==> config.mk <==
export PLATFORM = sky130hd
export DESIGN_NAME = ebi_write_capture_flat
export DESIGN_NICKNAME = d
export VERILOG_FILES = /design/src/rtl/ebi_write_capture_if.sv /design/src/rtl/ebi_write_capture.sv /design/src/flat_wrapper.sv
export SDC_FILE = /design/constraint.sdc
export NUM_CORES = 1
export LEC_CHECK = 0
export ABC_AREA = 1
export ABC_CLOCK_PERIOD_IN_PS = 4800
export CORE_ASPECT_RATIO = 0.6
export CORE_MARGIN = 2
export CORE_UTILIZATION = 55
export DETAILED_ROUTE_END_ITERATION = 8
export GPL_ROUTABILITY_DRIVEN = 1
export PLACE_DENSITY_LB_ADDON = 0.25
export RECOVER_POWER = 25
export SYNTH_ARGS = -nofsm -noshare
export SYNTH_HDL_FRONTEND = slang
export SYNTH_SLANG_ARGS = --single-unit
==> constraint.sdc <==
create_clock -name clk_100m -period 4.8 [get_ports clk_100m]
set_input_delay 0.96 -clock clk_100m [delete_from_list [all_inputs] [get_ports clk_100m]]
set_output_delay 0.96 -clock clk_100m [all_outputs]
set_load 0.02 [all_outputs]
==> src/rtl/ebi_write_capture_if.sv <==
//------------------------------------------------------------------------------
// Module      : ebi_write_capture_if
// Description : EBI strobes/bus toward the capture block plus its write-out port.
// Revision    : 1.0 - initial release
//------------------------------------------------------------------------------
`default_nettype none

interface ebi_write_capture_if #(
    parameter int ADDR_W = 16,
    parameter int DATA_W = 16
);
    logic [15:0]       EBI_AD;
    logic              EBI_ALE;
    logic              EBI_CS;
    logic              EBI_WE;
    logic              EBI_RE;
    logic              wr_valid;
    logic              wr_ready;
    logic [ADDR_W-1:0] wr_addr;
    logic [DATA_W-1:0] wr_data;

    // Capture block side: EBI target, write-port source.
    modport slave (
        input  EBI_AD, EBI_ALE, EBI_CS, EBI_WE, EBI_RE, wr_ready,
        output wr_valid, wr_addr, wr_data
    );

    // MCU/consumer side.
    modport master (
        output EBI_AD, EBI_ALE, EBI_CS, EBI_WE, EBI_RE, wr_ready,
        input  wr_valid, wr_addr, wr_data
    );
endinterface

`default_nettype wire

==> src/rtl/ebi_write_capture.sv <==
//------------------------------------------------------------------------------
// Module      : ebi_write_capture
// Description : Synchronises the multiplexed EBI, captures write transactions
//               into a small FIFO. Optional macro EBI_AUTOINC_EN auto-increments
//               the address after every accepted write.
// Revision    : 1.0 - initial release
//------------------------------------------------------------------------------
`default_nettype none

module ebi_write_capture #(
    parameter int FIFO_DEPTH = 4,
    parameter int ADDR_W     = 16,
    parameter int DATA_W     = 16
) (
    input  logic                          clk_100m,
    input  logic                          btn_rst,
    ebi_write_capture_if.slave            bus,
    output logic [$clog2(FIFO_DEPTH):0]   fifo_count,
    output logic                          err_overflow,
    output logic                          err_noaddr
);

    localparam int c_PTR_W = $clog2(FIFO_DEPTH);
    localparam int c_CNT_W = c_PTR_W + 1;
    localparam logic [c_CNT_W-1:0] c_FULL = c_CNT_W'(FIFO_DEPTH);
    localparam int c_ALE = 0;
    localparam int c_CS  = 1;
    localparam int c_WE  = 2;
    localparam int c_RE  = 3;

    logic [15:0]               r_ad_s1;
    logic [15:0]               r_ad_s2;
    logic [3:0]                r_stb_s1;
    logic [3:0]                r_stb_s2;
    logic [2:0]                r_stb_s3;
    logic [ADDR_W-1:0]         r_addr_reg;
    logic                      r_addr_vld;
    logic                      r_err_overflow;
    logic                      r_err_noaddr;
    logic [ADDR_W+DATA_W-1:0]  r_mem [FIFO_DEPTH];
    logic [c_PTR_W-1:0]        r_wr_ptr;
    logic [c_PTR_W-1:0]        r_rd_ptr;
    logic [c_CNT_W-1:0]        r_count;

    logic w_cs_sel;
    logic w_ale_rise;
    logic w_we_rise;
    logic w_cs_rise;
    logic w_full;
    logic w_valid;
    logic w_pop;
    logic w_push;
    logic w_unused;

    // Strobes and bus share the same two-stage delay so AD lines up with its strobe.
    always_ff @(posedge clk_100m) begin
        if (btn_rst) begin
            r_ad_s1  <= '0;
            r_ad_s2  <= '0;
            r_stb_s1 <= '1;
            r_stb_s2 <= '1;
            r_stb_s3 <= '1;
        end else begin
            r_ad_s1  <= bus.EBI_AD;
            r_ad_s2  <= r_ad_s1;
            r_stb_s1 <= {bus.EBI_RE, bus.EBI_WE, bus.EBI_CS, bus.EBI_ALE};
            r_stb_s2 <= r_stb_s1;
            r_stb_s3 <= r_stb_s2[2:0];
        end
    end

    // Read strobe is synchronised only; reads are not serviced.
    assign w_unused   = ^{r_stb_s2[c_RE], r_ad_s2};

    assign w_cs_sel   = ~r_stb_s2[c_CS];
    assign w_ale_rise = r_stb_s2[c_ALE] & ~r_stb_s3[c_ALE] & w_cs_sel;
    assign w_we_rise  = r_stb_s2[c_WE]  & ~r_stb_s3[c_WE]  & w_cs_sel;
    assign w_cs_rise  = r_stb_s2[c_CS]  & ~r_stb_s3[c_CS];

    assign w_valid = (r_count != '0);
    assign w_full  = (r_count == c_FULL);
    assign w_pop   = w_valid & bus.wr_ready;
    assign w_push  = w_we_rise & r_addr_vld & (~w_full | w_pop);

    always_ff @(posedge clk_100m) begin
        if (btn_rst) begin
            r_addr_reg     <= '0;
            r_addr_vld     <= 1'b0;
            r_err_overflow <= 1'b0;
            r_err_noaddr   <= 1'b0;
        end else begin
            if (w_cs_rise) begin
                r_addr_vld <= 1'b0;
            end else if (w_ale_rise) begin
                r_addr_reg <= r_ad_s2[ADDR_W-1:0];
                r_addr_vld <= 1'b1;
            end
`ifdef EBI_AUTOINC_EN
            else if (w_push) begin
                r_addr_reg <= r_addr_reg + ADDR_W'(1);
            end
`endif
            if (w_we_rise && !r_addr_vld) begin
                r_err_noaddr <= 1'b1;
            end
            if (w_we_rise && r_addr_vld && w_full && !w_pop) begin
                r_err_overflow <= 1'b1;
            end
        end
    end

    // Storage is cleared on reset so the head outputs read zero while empty.
    always_ff @(posedge clk_100m) begin
        if (btn_rst) begin
            for (int i = 0; i < FIFO_DEPTH; i++) begin
                r_mem[i] <= '0;
            end
            r_wr_ptr <= '0;
            r_rd_ptr <= '0;
            r_count  <= '0;
        end else begin
            if (w_push) begin
                r_mem[r_wr_ptr] <= {r_addr_reg, r_ad_s2[DATA_W-1:0]};
                r_wr_ptr        <= r_wr_ptr + c_PTR_W'(1);
            end
            if (w_pop) begin
                r_rd_ptr <= r_rd_ptr + c_PTR_W'(1);
            end
            case ({w_push, w_pop})
                2'b10:   r_count <= r_count + c_CNT_W'(1);
                2'b01:   r_count <= r_count - c_CNT_W'(1);
                default: r_count <= r_count;
            endcase
        end
    end

    assign bus.wr_valid = w_valid;
    assign bus.wr_addr  = r_mem[r_rd_ptr][ADDR_W+DATA_W-1:DATA_W];
    assign bus.wr_data  = r_mem[r_rd_ptr][DATA_W-1:0];
    assign fifo_count   = r_count;
    assign err_overflow = r_err_overflow;
    assign err_noaddr   = r_err_noaddr;

endmodule

`default_nettype wire

==> src/flat_wrapper.sv <==
// flat-port wrapper written by rule: the top's interface ports become plain ports
module ebi_write_capture_flat 
#(
    parameter int FIFO_DEPTH = 4,
    parameter int ADDR_W     = 16,
    parameter int DATA_W     = 16
)
  (clk_100m, btn_rst, fifo_count, err_overflow, err_noaddr, bus_EBI_AD, bus_EBI_ALE, bus_EBI_CS, bus_EBI_WE, bus_EBI_RE, bus_wr_ready, bus_wr_valid, bus_wr_addr, bus_wr_data);
  ebi_write_capture_if #(.ADDR_W(ADDR_W), .DATA_W(DATA_W)) bus_i ();
  input  logic clk_100m;
  input  logic btn_rst;
  output logic [$clog2(FIFO_DEPTH):0] fifo_count;
  output logic err_overflow;
  output logic err_noaddr;
  input wire logic [$bits(bus_i.EBI_AD)-1:0] bus_EBI_AD;
  input wire logic [$bits(bus_i.EBI_ALE)-1:0] bus_EBI_ALE;
  input wire logic [$bits(bus_i.EBI_CS)-1:0] bus_EBI_CS;
  input wire logic [$bits(bus_i.EBI_WE)-1:0] bus_EBI_WE;
  input wire logic [$bits(bus_i.EBI_RE)-1:0] bus_EBI_RE;
  input wire logic [$bits(bus_i.wr_ready)-1:0] bus_wr_ready;
  output wire logic [$bits(bus_i.wr_valid)-1:0] bus_wr_valid;
  output wire logic [$bits(bus_i.wr_addr)-1:0] bus_wr_addr;
  output wire logic [$bits(bus_i.wr_data)-1:0] bus_wr_data;
  assign bus_i.EBI_AD = bus_EBI_AD;
  assign bus_i.EBI_ALE = bus_EBI_ALE;
  assign bus_i.EBI_CS = bus_EBI_CS;
  assign bus_i.EBI_WE = bus_EBI_WE;
  assign bus_i.EBI_RE = bus_EBI_RE;
  assign bus_i.wr_ready = bus_wr_ready;
  assign bus_wr_valid = bus_i.wr_valid;
  assign bus_wr_addr = bus_i.wr_addr;
  assign bus_wr_data = bus_i.wr_data;
  ebi_write_capture #(.FIFO_DEPTH(FIFO_DEPTH), .ADDR_W(ADDR_W), .DATA_W(DATA_W)) u_core (.clk_100m(clk_100m), .btn_rst(btn_rst), .bus(bus_i), .fifo_count(fifo_count), .err_overflow(err_overflow), .err_noaddr(err_noaddr));
endmodule
After elaboration in Yosys (flattened, before gate mapping)

Memory sizes are Yosys's and may differ from the RTL's. A register that Yosys moved wholly into a read port is not among the register bits.
Index checks and enable logic that the tools add are counted.

Input bits: 23
Bits in registers: 67
RAM bits: 128
Memories: 1
Logic and storage cells: 57

Memory list:

| memory       | depth | width | rd ports | clocked after memory_dff | wr ports | RTL line                | text |
|---|---|---|---|---|---|---|---|
| u_core.r_mem | 4     | 32    | 1        | 1                        | 4        | ebi_write_capture.sv:40 | `logic [ADDR_W+DATA_W-1:0] r_mem [FIFO_DEPTH];` |

Reductions and logical operators: 11
Muxes and demuxes: 11
Eq/ne operators: 3
Add/sub/neg operators: 4
Bitwise gates (word level): 15

Operators with widths:

| cell                | number |
|---|---|
| $mux 32             | 1 |
| $reduce_or 32->1    | 1 |
| $and 1x1->1         | 8 |
| $mux 1              | 6 |
| $mux 2              | 3 |
| $not 1->1           | 6 |
| $pmux 3 s2          | 1 |
| $add 2x1->2 const B | 2 |
| $logic_and 1x1->1   | 4 |
| $add 3x1->3 const B | 1 |
| $eq 3x3->1 const B  | 1 |
| $reduce_bool 3->1   | 1 |
| $sub 3x1->3 const B | 1 |
| $eq 2x1->1 const B  | 1 |
| $eq 2x2->1 const B  | 1 |
| $logic_not 1->1     | 2 |
| $reduce_and 2->1    | 1 |
| $reduce_bool 2->1   | 1 |
| $reduce_or 2->1     | 1 |
| $or 1x1->1          | 1 |

Longest topological paths before layout

Word-level depth: 10
Mapped depth: 11
Mapped depth without buffers: 11

Worst setup path before layout

No wires, ideal clock.

Path type: input-to-reg
Start point: input port bus_wr_ready
End point: memory u_core.r_mem[3][0] (netlist name) (enable)
Library setup time: 0.470 ns
Arrival time: 3.657 ns
Setup slack: 0.673 ns
Stages: 4
Cell sequence: nor2_1 nand2_1 nand2_4 o31ai_1

RTL lines:

| item        | RTL line                | text |
|---|---|---|
| from (decl) | flat_wrapper.sv:20      | `input wire logic [$bits(bus_i.wr_ready)-1:0] bus_wr_ready;` |
| to (decl)   | ebi_write_capture.sv:40 |  |

==> impl_metrics.tcl <==
set metrics [dict create \
    outcome "finished, violations left" \
    violations "capacitance limit, slew limit" \
    avgRoutedWirePerCell_um 17.0 \
    syn-cell-area_um2 7800 \
    syn_area_per_cell_um2 10.3 \
    crit_end "u_core.r_mem[0][13]" \
    regMostFlops "u_core.r_mem" \
    track_usage_pct 24.2 \
    leakagePower_nw 3.57 \
    final_antenna_net_count 0 \
    cp_max_fo 32 \
    crit_cells 6 \
    cpMostUsedCell "clkbuf_1" \
    finalSetupViolations 0 \
    rrSetupSlack_ps 1990 \
    core_um2 13700 \
    finalMaxSlewViolations 33 \
    ctsResizeCount 0 \
    r2r.worst_path.cells 6 \
    io_buffer_count 59 \
    route.detailed.drc 0 \
    grt_max_degree 65 \
    grt_pass1_vias 5413 \
    grt_antenna_before_repair 0 \
    max_freq_mhz 272 \
    cts_inserted_buffers 17 \
    cts_tree "yes" \
    maxCapViolCount 1 \
    path_buf_inv 3 \
    cts_buffer_depth 2 \
    vias 5399 \
    start_kind "primary input" \
    syn_to_final_growth_pct 17.5 \
    post-place-ws_ps 1620 \
    drtPass1Iterations 6 \
    cts.sink_count 197 \
    peakVddDrop_uv 289 \
    worst_slew_margin_rel_pct -19.2 \
    worst_slew_pin_slew_ps 1790 \
    final-hold-violation-count 0 \
    postCtsSetupBuffers 0 \
    start_util_pct 56.7 \
    setup_tns_ps 0 \
    placed_area_um2 8600 \
    place_hpwl_um 10200 \
    drt_iter0_drc 487 \
    die_area_um2 15200 \
    ys_warn_count 0 \
    path_class "in2reg" \
    clkTransAtPathRegs_ps 70 \
    cts.htree.levels 4 \
    cpMaxStageDelayCell "clkbuf_1" \
    gp_congestion 0.780 \
    min_period_ps 3670 \
    root_buffer "clkbuf_16" \
    crit_arrival_ps 3770 \
    core.rowCount 33 \
    netlist-cell-type-count 27 \
    r2r-start "u_core.r_stb_s2[1]" \
    synth-seq-cells 197 \
    critPathMaxStageDelay_ps 1300 \
    finClkSkew_ps 9.57 \
    gr-total-overflow 0 \
    postSynthCellCount 758 \
    stdcell_area_um2 9160 \
    layout-drive-gt1-share_pct 9.49 \
    largest_register_ffs 128 \
    fin_ws_ps 1130 \
    nets 833 \
    synth_fp_nets 782 \
    wl_um 17200 \
    die_h_um 96.2 \
    cts_hold_buf 0 \
    ios 61 \
    die-width_um 158 \
    routed_via_density 5.32 \
    ys_seq_area_share_pct 67.0 \
    worstPathCellList "dlygate4sd3_1, clkbuf_1, nor2_8, nand3_1, clkbuf_1, nor2_1" \
    end_kind "register" \
    r2r_end "u_core.r_mem[3][12]" \
    period_share_pct 76.5 \
    crit_required_ps 4890 \
    path_delay_family "buffers and inverters" \
    min-delay-path-class "reg2reg" \
    grt_pass1_wl_um 27400 \
    rsz0062_at_grt "no" \
    n_antenna_cell 0 \
    critPathLaunch "btn_rst" \
    insertion_delay_ps 420 \
    power.density_nw_per_um2 475 \
]
-- tightest hold or removal path, stage by stage (launching register included) --
cell and delay (ps):
dfxtp_1 300, inv_1 40, nor2_1 30
-- logic make-up (layout without fill, tap and decap cells) --
logic type,after synthesis,in the layout,share of synthesized area (%)
compound gates,142,142,9.68
fa+ha+maj,1,1,0.257
buf+inv,146,210,7.46
flops,197,197,67.0
simple gates,272,272,15.6
-- synth_stat cells --
master	count	area (um2)
a31oi_1	1	6.26
nand3_1	3	15.0
buf_2	8	40.0
nor2_2	18	113
nor2_8	1	20.0
dfxtp_1	69	1380
or2_2	7	43.8
edfxtp_1	128	3840
nor2_4	1	11.3
buf_1	5	18.8
nor2_1	186	698
inv_1	100	375
nor3_1	10	50.1
inv_2	2	7.51
nand4_1	2	12.5
o22ai_1	32	200
clkinv_1	1	3.75
o31ai_1	1	7.51
buf_12	1	20.0
nand2_1	32	120
nand2_4	10	113
o21ai_0	89	445
nand3_2	2	20.0
buf_6	1	11.3
fa_1	1	20.0
a21oi_1	19	95.1
clkbuf_1	28	105
-- metrics by stage --
stage	util, %	power (mW)	hold WS [ps]	cells
floorplan	-	2.48	388	758
global placement	62.6	2.87	391	982
detailed placement	62.6	2.90	393	982
CTS	67.3	4.37	402	1014
global route	66.6	4.52	427	1014
finish	66.6	4.35	399	1014
-- worst min path at each step --
stage | start | endpoint | depth (start not counted)
6_report | u_core.r_ad_s1[1] | u_core.r_ad_s2[1] | 2
5_1_grt | u_core.r_ad_s1[8] | u_core.r_ad_s2[8] | 2
4_1_cts | u_core.r_ad_s1[1] | u_core.r_ad_s2[1] | 2
3_5_place_dp | u_core.r_ad_s1[9] | u_core.r_ad_s2[9] | 2
3_3_place_gp | u_core.r_ad_s1[10] | u_core.r_ad_s2[10] | 2
2_1_floorplan | u_core.r_ad_s1[0] | u_core.r_ad_s2[0] | 2
-- placed cells by master (no fill, tap or decap), types with 5 or more instances in the layout --
master	count
nor2_1	186
edfxtp_1	128
inv_1	101
o21ai_0	87
dfxtp_1	68
clkdlybuf4s50_1	58
nand2_1	40
o22ai_1	32
clkbuf_16	23
a21oi_1	19
nor2_2	18
nor3_1	10
buf_4	10
or2_2	7
inv_6	5
-- layer usage --
layer	share of wire [%]	track usage, %	vias up	wire length, um
met5	0	0	-	0
met4	0.56	7.20	0	97
met3	9.2	5.45	7	1580
met2	47	39.6	254	8070
met1	43	32.6	2551	7470
li1	-	-	2587	-
-- report_power, final --
group | total, mW | internal, mW | switching (mW)
logic | 0.952 | 0.372 | 0.581
clock network | 1.50 | 0.875 | 0.623
registers | 1.90 | 1.87 | 0.0331
total | 4.35 | 3.12 | 1.24
-- cell type report --
cell class / count / area [um2]
multi-input combinational: 415 / 1930
fill: 1032 / 4590
tap: 192 / 240
clock inverter: 8 / 62.6
inverter: 103 / 387
clock buffer: 24 / 589
sequential: 197 / 5230
timing repair buffer: 75 / 721
Note: power is estimated with default switching activity, not from simulation.
